**src/rtl/game_tick_pkg.sv**
```systemverilog
// Shared state encoding, default rates and helpers for the game tick engine.
package game_tick_pkg;

    typedef enum logic [1:0] {
        ST_RUN   = 2'd0,
        ST_PAUSE = 2'd1,
        ST_STEP  = 2'd2
    } tick_state_e;

    localparam int CLK_HZ_DEF       = 50_000_000;
    localparam int DEFAULT_HZ_DEF   = 60;
    localparam int DEBOUNCE_CYC_DEF = 500_000;

    // Channel-select width; a single channel still gets a 1-bit select.
    function automatic int ch_w(input int n);
        return (n > 1) ? $clog2(n) : 1;
    endfunction

endpackage

```
**src/rtl/game_tick_engine_if.sv**
```systemverilog
// Divisor configuration bus: one-cycle write of cfg_div into channel cfg_ch.
interface game_tick_engine_if
    import game_tick_pkg::*;
#(
    parameter int NUM_CH = 2,
    parameter int DIV_W  = 32
);
    localparam int CH_W = ch_w(NUM_CH);

    logic             cfg_we;
    logic [CH_W-1:0]  cfg_ch;
    logic [DIV_W-1:0] cfg_div;

    modport master (output cfg_we, cfg_ch, cfg_div);
    modport slave  (input  cfg_we, cfg_ch, cfg_div);
endinterface

```
**src/rtl/game_tick_engine_step_conditioner.sv**
```systemverilog
// Step-button conditioner: 2-flop synchroniser, optional debounce, rising-edge pulse.
// Debounce is built only when TICK_DEBOUNCE_EN is defined.
module step_conditioner
    import game_tick_pkg::*;
#(
    parameter int DEBOUNCE_CYC = DEBOUNCE_CYC_DEF
) (
    input  logic clk,
    input  logic rst_n,
    input  logic btn_i,
    output logic step_pulse_o
);
    logic s1_q, s2_q, prev_q;
    logic clean;

    if (DEBOUNCE_CYC < 1) begin : g_cfg_err
        $error("step_conditioner: DEBOUNCE_CYC must be at least 1");
    end

`ifdef TICK_DEBOUNCE_EN
    localparam int DB_W = $clog2(DEBOUNCE_CYC + 1);
    logic [DB_W-1:0] db_cnt_q;
    logic            db_q;

    // Accept a new level only after DEBOUNCE_CYC consecutive differing samples.
    always_ff @(posedge clk or negedge rst_n) begin
        if (!rst_n) begin
            db_cnt_q <= '0;
            db_q     <= 1'b0;
        end else if (s2_q == db_q) begin
            db_cnt_q <= '0;
        end else if (db_cnt_q == DB_W'(DEBOUNCE_CYC - 1)) begin
            db_q     <= s2_q;
            db_cnt_q <= '0;
        end else begin
            db_cnt_q <= db_cnt_q + 1'b1;
        end
    end
    assign clean = db_q;
`else
    assign clean = s2_q;
`endif

    always_ff @(posedge clk or negedge rst_n) begin
        if (!rst_n) begin
            s1_q   <= 1'b0;
            s2_q   <= 1'b0;
            prev_q <= 1'b0;
        end else begin
            s1_q   <= btn_i;
            s2_q   <= s1_q;
            prev_q <= clean;
        end
    end

    assign step_pulse_o = clean & ~prev_q;
endmodule

```
**src/rtl/game_tick_engine.sv**
```systemverilog
// Multi-channel programmable tick generator with RUN / PAUSE / STEP modes.
// Define TICK_DEBOUNCE_EN to debounce step_btn inside step_conditioner.
module game_tick_engine
    import game_tick_pkg::*;
#(
    parameter int CLK_HZ       = CLK_HZ_DEF,
    parameter int NUM_CH       = 2,
    parameter int DIV_W        = 32,
    parameter int DEFAULT_HZ   = DEFAULT_HZ_DEF,
    parameter int DEBOUNCE_CYC = DEBOUNCE_CYC_DEF
) (
    input  logic              clk_50mhz,
    input  logic              rst_n,
    input  logic              mode_sw,
    input  logic              pause,
    input  logic              step_btn,
    game_tick_engine_if.slave cfg,
    output logic [NUM_CH-1:0] tick,
    output logic              pix_en,
    output logic [15:0]       frame_cnt,
    output logic [1:0]        state
);
    localparam int CH_W      = ch_w(NUM_CH);
    localparam int DIV_RST_I = (CLK_HZ / DEFAULT_HZ > 0) ? (CLK_HZ / DEFAULT_HZ) : 1;
    localparam logic [DIV_W-1:0] DIV_RST = DIV_W'(DIV_RST_I);
    localparam logic [DIV_W-1:0] ONE     = DIV_W'(1);

    tick_state_e state_q, state_d;
    logic        mode_s1_q, mode_s2_q;
    logic        step_pulse;

    logic [NUM_CH-1:0][DIV_W-1:0] div_q, div_d, cnt_q, cnt_d;
    logic [NUM_CH-1:0]            tick_q, tick_d, wr_sel, term;
    logic                         pix_q;
    logic [15:0]                  frame_q;

    step_conditioner #(.DEBOUNCE_CYC(DEBOUNCE_CYC)) u_step (
        .clk          (clk_50mhz),
        .rst_n        (rst_n),
        .btn_i        (step_btn),
        .step_pulse_o (step_pulse)
    );

    // Mode for this cycle drives the datapath directly; state_q is its registered view.
    always_comb begin
        state_d = ST_RUN;
        if (pause)          state_d = ST_PAUSE;
        else if (mode_s2_q) state_d = ST_STEP;
    end

    always_ff @(posedge clk_50mhz or negedge rst_n) begin
        if (!rst_n) state_q <= ST_RUN;
        else        state_q <= state_d;
    end

    always_comb begin
        for (int i = 0; i < NUM_CH; i++) begin
            wr_sel[i] = cfg.cfg_we && (cfg.cfg_ch == CH_W'(i));
            term[i]   = (cnt_q[i] == div_q[i] - ONE);
        end
    end

    // STEP holds counters at zero, so leaving STEP (directly or via PAUSE) restarts from 0.
    always_comb begin
        for (int i = 0; i < NUM_CH; i++) begin
            div_d[i]  = div_q[i];
            cnt_d[i]  = cnt_q[i];
            tick_d[i] = 1'b0;
            unique case (state_d)
                ST_RUN: begin
                    cnt_d[i]  = term[i] ? '0 : cnt_q[i] + ONE;
                    tick_d[i] = term[i] && !wr_sel[i];
                end
                ST_STEP: begin
                    cnt_d[i]  = '0;
                    tick_d[i] = step_pulse;
                end
                default: ;
            endcase
            if (wr_sel[i]) begin
                div_d[i] = (cfg.cfg_div == '0) ? ONE : cfg.cfg_div;
                cnt_d[i] = '0;
            end
        end
    end

    always_ff @(posedge clk_50mhz or negedge rst_n) begin
        if (!rst_n) begin
            mode_s1_q <= 1'b0;
            mode_s2_q <= 1'b0;
            div_q     <= {NUM_CH{DIV_RST}};
            cnt_q     <= '0;
            tick_q    <= '0;
            pix_q     <= 1'b0;
            frame_q   <= '0;
        end else begin
            mode_s1_q <= mode_sw;
            mode_s2_q <= mode_s1_q;
            div_q     <= div_d;
            cnt_q     <= cnt_d;
            tick_q    <= tick_d;
            pix_q     <= ~pix_q;
            if (tick_q[0]) frame_q <= frame_q + 16'd1;
        end
    end

    assign tick      = tick_q;
    assign pix_en    = pix_q;
    assign frame_cnt = frame_q;
    assign state     = state_q;
endmodule

```
**src/flat_wrapper.sv**
```systemverilog
// flat-port wrapper written by rule: the top's interface ports become plain ports
module game_tick_engine_flat import game_tick_pkg::*;
#(
    parameter int CLK_HZ       = CLK_HZ_DEF,
    parameter int NUM_CH       = 2,
    parameter int DIV_W        = 32,
    parameter int DEFAULT_HZ   = DEFAULT_HZ_DEF,
    parameter int DEBOUNCE_CYC = DEBOUNCE_CYC_DEF
)
  (clk_50mhz, rst_n, mode_sw, pause, step_btn, tick, pix_en, frame_cnt, state, cfg_cfg_we, cfg_cfg_ch, cfg_cfg_div);
  game_tick_engine_if #(.NUM_CH(NUM_CH), .DIV_W(DIV_W)) cfg_i ();
  input  logic clk_50mhz;
  input  logic rst_n;
  input  logic mode_sw;
  input  logic pause;
  input  logic step_btn;
  output logic [NUM_CH-1:0] tick;
  output logic pix_en;
  output logic [15:0] frame_cnt;
  output logic [1:0] state;
  input wire logic [$bits(cfg_i.cfg_we)-1:0] cfg_cfg_we;
  input wire logic [$bits(cfg_i.cfg_ch)-1:0] cfg_cfg_ch;
  input wire logic [$bits(cfg_i.cfg_div)-1:0] cfg_cfg_div;
  assign cfg_i.cfg_we = cfg_cfg_we;
  assign cfg_i.cfg_ch = cfg_cfg_ch;
  assign cfg_i.cfg_div = cfg_cfg_div;
  game_tick_engine #(.CLK_HZ(CLK_HZ), .NUM_CH(NUM_CH), .DIV_W(DIV_W), .DEFAULT_HZ(DEFAULT_HZ), .DEBOUNCE_CYC(DEBOUNCE_CYC)) u_core (.clk_50mhz(clk_50mhz), .rst_n(rst_n), .mode_sw(mode_sw), .pause(pause), .step_btn(step_btn), .cfg(cfg_i), .tick(tick), .pix_en(pix_en), .frame_cnt(frame_cnt), .state(state));
endmodule
```
**config.mk**
```make
export PLATFORM = sky130hd
export DESIGN_NAME = game_tick_engine_flat
export DESIGN_NICKNAME = d
export VERILOG_FILES = /design/src/rtl/game_tick_pkg.sv /design/src/rtl/game_tick_engine_if.sv /design/src/rtl/game_tick_engine_step_conditioner.sv /design/src/rtl/game_tick_engine.sv /design/src/flat_wrapper.sv
export SDC_FILE = /design/constraint.sdc
export NUM_CORES = 1
export LEC_CHECK = 0
export CORE_UTILIZATION = 50
export DETAILED_ROUTE_END_ITERATION = 12
export PLACE_DENSITY = 0.69
export SETUP_SLACK_MARGIN = 0.4
export SLEW_MARGIN = 20
export SYNTH_ARGS = -nofsm -noshare
export SYNTH_HDL_FRONTEND = slang
export SYNTH_SLANG_ARGS = --single-unit
```
**constraint.sdc**
```tcl
create_clock -name clk_50mhz -period 5 [get_ports clk_50mhz]
set_input_delay 0.75 -clock clk_50mhz [delete_from_list [all_inputs] [get_ports clk_50mhz]]
set_output_delay 0.75 -clock clk_50mhz [all_outputs]
set_load 0.01 [all_outputs]
```
==> out/metrics.csv <==
stage,metric,value,unit
grt,gr ovfl total,0,
worst_hold_path,worst hold path endpoint,u_core.u_step.clean,
sta,Slew headroom,42.4,%
die,Site Rows,50,
pwr,Sw Ratio,29.0,%
logic_synthesis,sequential element share of the synthesized area,40.8,%
layout,final core occ,58.3,%
drt,vias per cell,6.23,
die,die area,0.0196,mm^2
setup_path,R2R depth,10,
sta,worst slew pin tran,0.865,ns
placed_design,HPWL after detailed placement,17.0,mm
logic_synthesis,share of the synthesized area in the top cell type,34.2,%
setup_path,R2R Setup Slk,0.89,ns
pwr,Static Leak,4.19,nW
pwr,P_int,2.40,mW
setup_path,crit path DAT,4.39,ns
grt,vias in the first global route,7798,
grt,global-route wire length before repair,40.1,mm
sta,fin crit period,4.11,ns
setup_path,CP startpoint kind,flip-flop,
clocking,Root Driver,clkbuf_16,
drt,"wirelength, routed",24.3,mm
sta,# setup viols final,0,
logic_synthesis,Yosys reg bits,154,
grt,largest net degree at the start of global routing,94,
logic_synthesis,largest area contributor in the netlist,dfrtp_1,
pwr,clock power share,39.1,%
worst_hold_path,number of cells on the worst hold path,0,
clocking,postcts setup bufs,0,
logic_synthesis,Synth Warn #,0,
flow_run,Max-cap violations,0,
drt,wire per inst,17.7,um
grt,initial antenna violation count,0,
layout,layout net count,1169,
drt,vias after detailed routing,8549,
pwr,register share of total power,44.6,%
grt,met1 Use GR,36.8,%
drt,DRC,0,
pwr,pwr dens,311,mW/mm^2
die,Die Span Y,140,um
clocking,# H-tree levels,4,
worst_hold_path,Hold Path Class,flip-flop to flip-flop,
logic_synthesis,most numerous cell in the Yosys netlist,nand2_1,
grt,met2 global-route usage,39.7,%
sta,Final period util,82.3,%
setup_path,CP Data Required Time,5.28,ns
sta,RSZ-0062 raised after global routing,false,
clocking,CTS Sinks,154,
placed_design,Routability Congestion,0.922,
sta,Max Slew Vio Count,0,
sta,post-route setup TNS,0,ns
grt,GRT Max-Usage Layer,met2,
setup_path,CP Capture Type,flip-flop,
layout,layout cells sized above 1,11.4,%
pwr,maximum VDD drop,265,uV
worst_hold_path,hold_sp,u_core.u_step.s1_q,
grt,met3 GRT Util,3.32,%
die,IO Pins,60,
clocking,Longest Clk Path Bufs,2,
layout,ANT cells,0,
clocking,post-CTS sizing,0,
pwr,total power,3.39,mW
clocking,clk slew on worst S/H paths,0.06,ns
logic_synthesis,Commonest cells post-synth,"nand2_1, dfrtp_1, nand4_1, clkbuf_1, xnor2_1",
die,DIE WIDTH,140,um
setup_path,Setup CP Type,flip-flop to flip-flop,
placed_design,port bufs,59,
layout,footprint of the multi-input gates,0.00525,mm^2
drt,TritonRoute pass-1 iters,5,
sta,Peak Freq,243,MHz
sta,Hold Fails Final Rpt,0,
layout,FILL cells,1643,
layout,"Area growth, synth to finish",14.4,%
pwr,Sw Pwr,0.983,mW
logic_synthesis,"top cells by area, synth","dfrtp_1, nand2_1, dfstp_2",
grt,Overall Global Routing Usage,25.4,%
clocking,cts hold-fix bufs,0,
logic_synthesis,post-synth net total,1145,
logic_synthesis,Mapped Cells,1101,
die,core area,0.0187,mm^2
logic_synthesis,"FFs w/ async S/R, synth",100,%
logic_synthesis,"Top FF cell, synth",dfrtp_1,
pwr,Comb pwr share,16.3,%
layout,Storage cell area,0.00388,mm^2
logic_synthesis,"Avg Cell Area, Syn",8.65,um^2
drt,Post-DRT Antenna Nets,0,
sta,clock skew,0.00673,ns
logic_synthesis,post-synth cell types,67,
setup_path,Worst Path Max Fanout,24,
drt,initial DRC count,665,
setup_path,r2r endpoint,u_core.cnt_q[55],
run_status,status,completed,
clocking,later-pin clock latency in the skew report,0.43,ns
logic_synthesis,"Cell Area, Synth",0.00952,mm^2
die,starting density of the core,50.9,%
setup_path,reg-to-reg startpoint,u_core.div_q[36],
clocking,total CTS buffers,17,
logic_synthesis,Post-synth EDFFs,0,
clocking,CTS tree,done,
kinds of logic after synthesis:
| kind of cell | synth area share (%) |
|---|---|
| mux | 4.94 |
| buf+inv | 4.47 |
| simple gates | 29.0 |
| xor+xnor | 8.00 |
| fa+ha+maj | 0.657 |
| compound gates | 12.2 |
| flops | 40.8 |
state kept, by name (all words and copies together) (netlist names):
signal and flops:
u_core.state 2, u_core.pix_en 1, u_core.mode_s1_q 1, u_core.div_q 64, u_core.u_step.clean 1, u_core.u_step.prev_q 1
u_core.mode_s2_q 1, u_core.cnt_q 64, u_core.tick 2, u_core.u_step.s1_q 1, u_core.frame_cnt 16
area by class of cell:
cell class	count	share of cell area [%]
clock buffers	17	3.90
well taps	234	2.69
flip-flops and latches	154	35.6
repair buffers	78	6.81
inverters	36	1.24
multi-input cells	838	48.1
clock inverters	15	1.60
routing by layer:
metal | wire length, um | vias up
li1 | - | 4073
met5 | 0 | -
met2 | 11100 | 263
met1 | 11800 | 4182
met3 | 1100 | 31
met4 | 354 | 0
cells in the final DEF (no fill, tap or decap), types with 7 or more instances in the layout:
cell,instances
nand3_1,52
nand3b_1,8
o211ai_1,12
o21ai_0,28
nor4_1,32
and3_1,22
or2_2,10
xnor2_1,59
dfstp_2,24
inv_1,36
o22ai_1,8
clkdlybuf4s50_1,58
nor3_1,28
nand2b_1,7
nor2_1,50
mux2i_1,11
a21oi_1,21
mux2_2,32
or4_1,9
nand2_1,196
o311ai_0,28
or3_1,14
xor2_1,28
nand4_1,65
buf_4,18
clkbuf_16,17
a31oi_1,26
dfrtp_1,130
through the flow:
step	instance area (um^2)	worst slack [ns]	cells	hold slack, ns
finish	10900	0.885	1372	0.356
global route	10900	0.573	1372	0.371
CTS	10900	0.870	1372	0.357
detailed placement	10300	0.946	1340	0.343
global placement	10300	1.03	1339	0.338
floorplan	9520	1.44	1101	0.331
worst max path at each step:
stage                     start                to  slack [ns]
4_1_cts        u_core.div_q[36]  u_core.cnt_q[55]        0.87
3_5_place_dp   u_core.div_q[36]  u_core.cnt_q[48]        0.95
6_report       u_core.div_q[36]  u_core.cnt_q[55]        0.89
5_1_grt         u_core.div_q[1]  u_core.cnt_q[17]        0.57
3_3_place_gp   u_core.div_q[36]  u_core.cnt_q[38]        1.03
2_1_floorplan   u_core.div_q[0]  u_core.cnt_q[17]        1.44
power groups by stage:
stage          clock (mW)  combinational (mW)  sequential, mW
2_1_floorplan           0               0.374            1.47
3_3_place_gp            0               0.534            1.52
3_5_place_dp            0               0.543            1.53
4_1_cts              1.34               0.549            1.51
5_1_grt              1.39               0.613            1.53
6_report             1.32               0.552            1.51
worst max-delay path: stages, from the launching register on:
cell      delay [ns]
dfstp_2         0.42
or4_1           0.58
or4_1           0.74
nor4_4          0.41
mux2i_1         0.14
o311ai_1        0.32
nand4b_1        0.12
or4_1           0.44
buf_4           0.22
nand2_2         0.37
o311ai_0        0.21
Note: power is estimated with default switching activity, not from simulation.
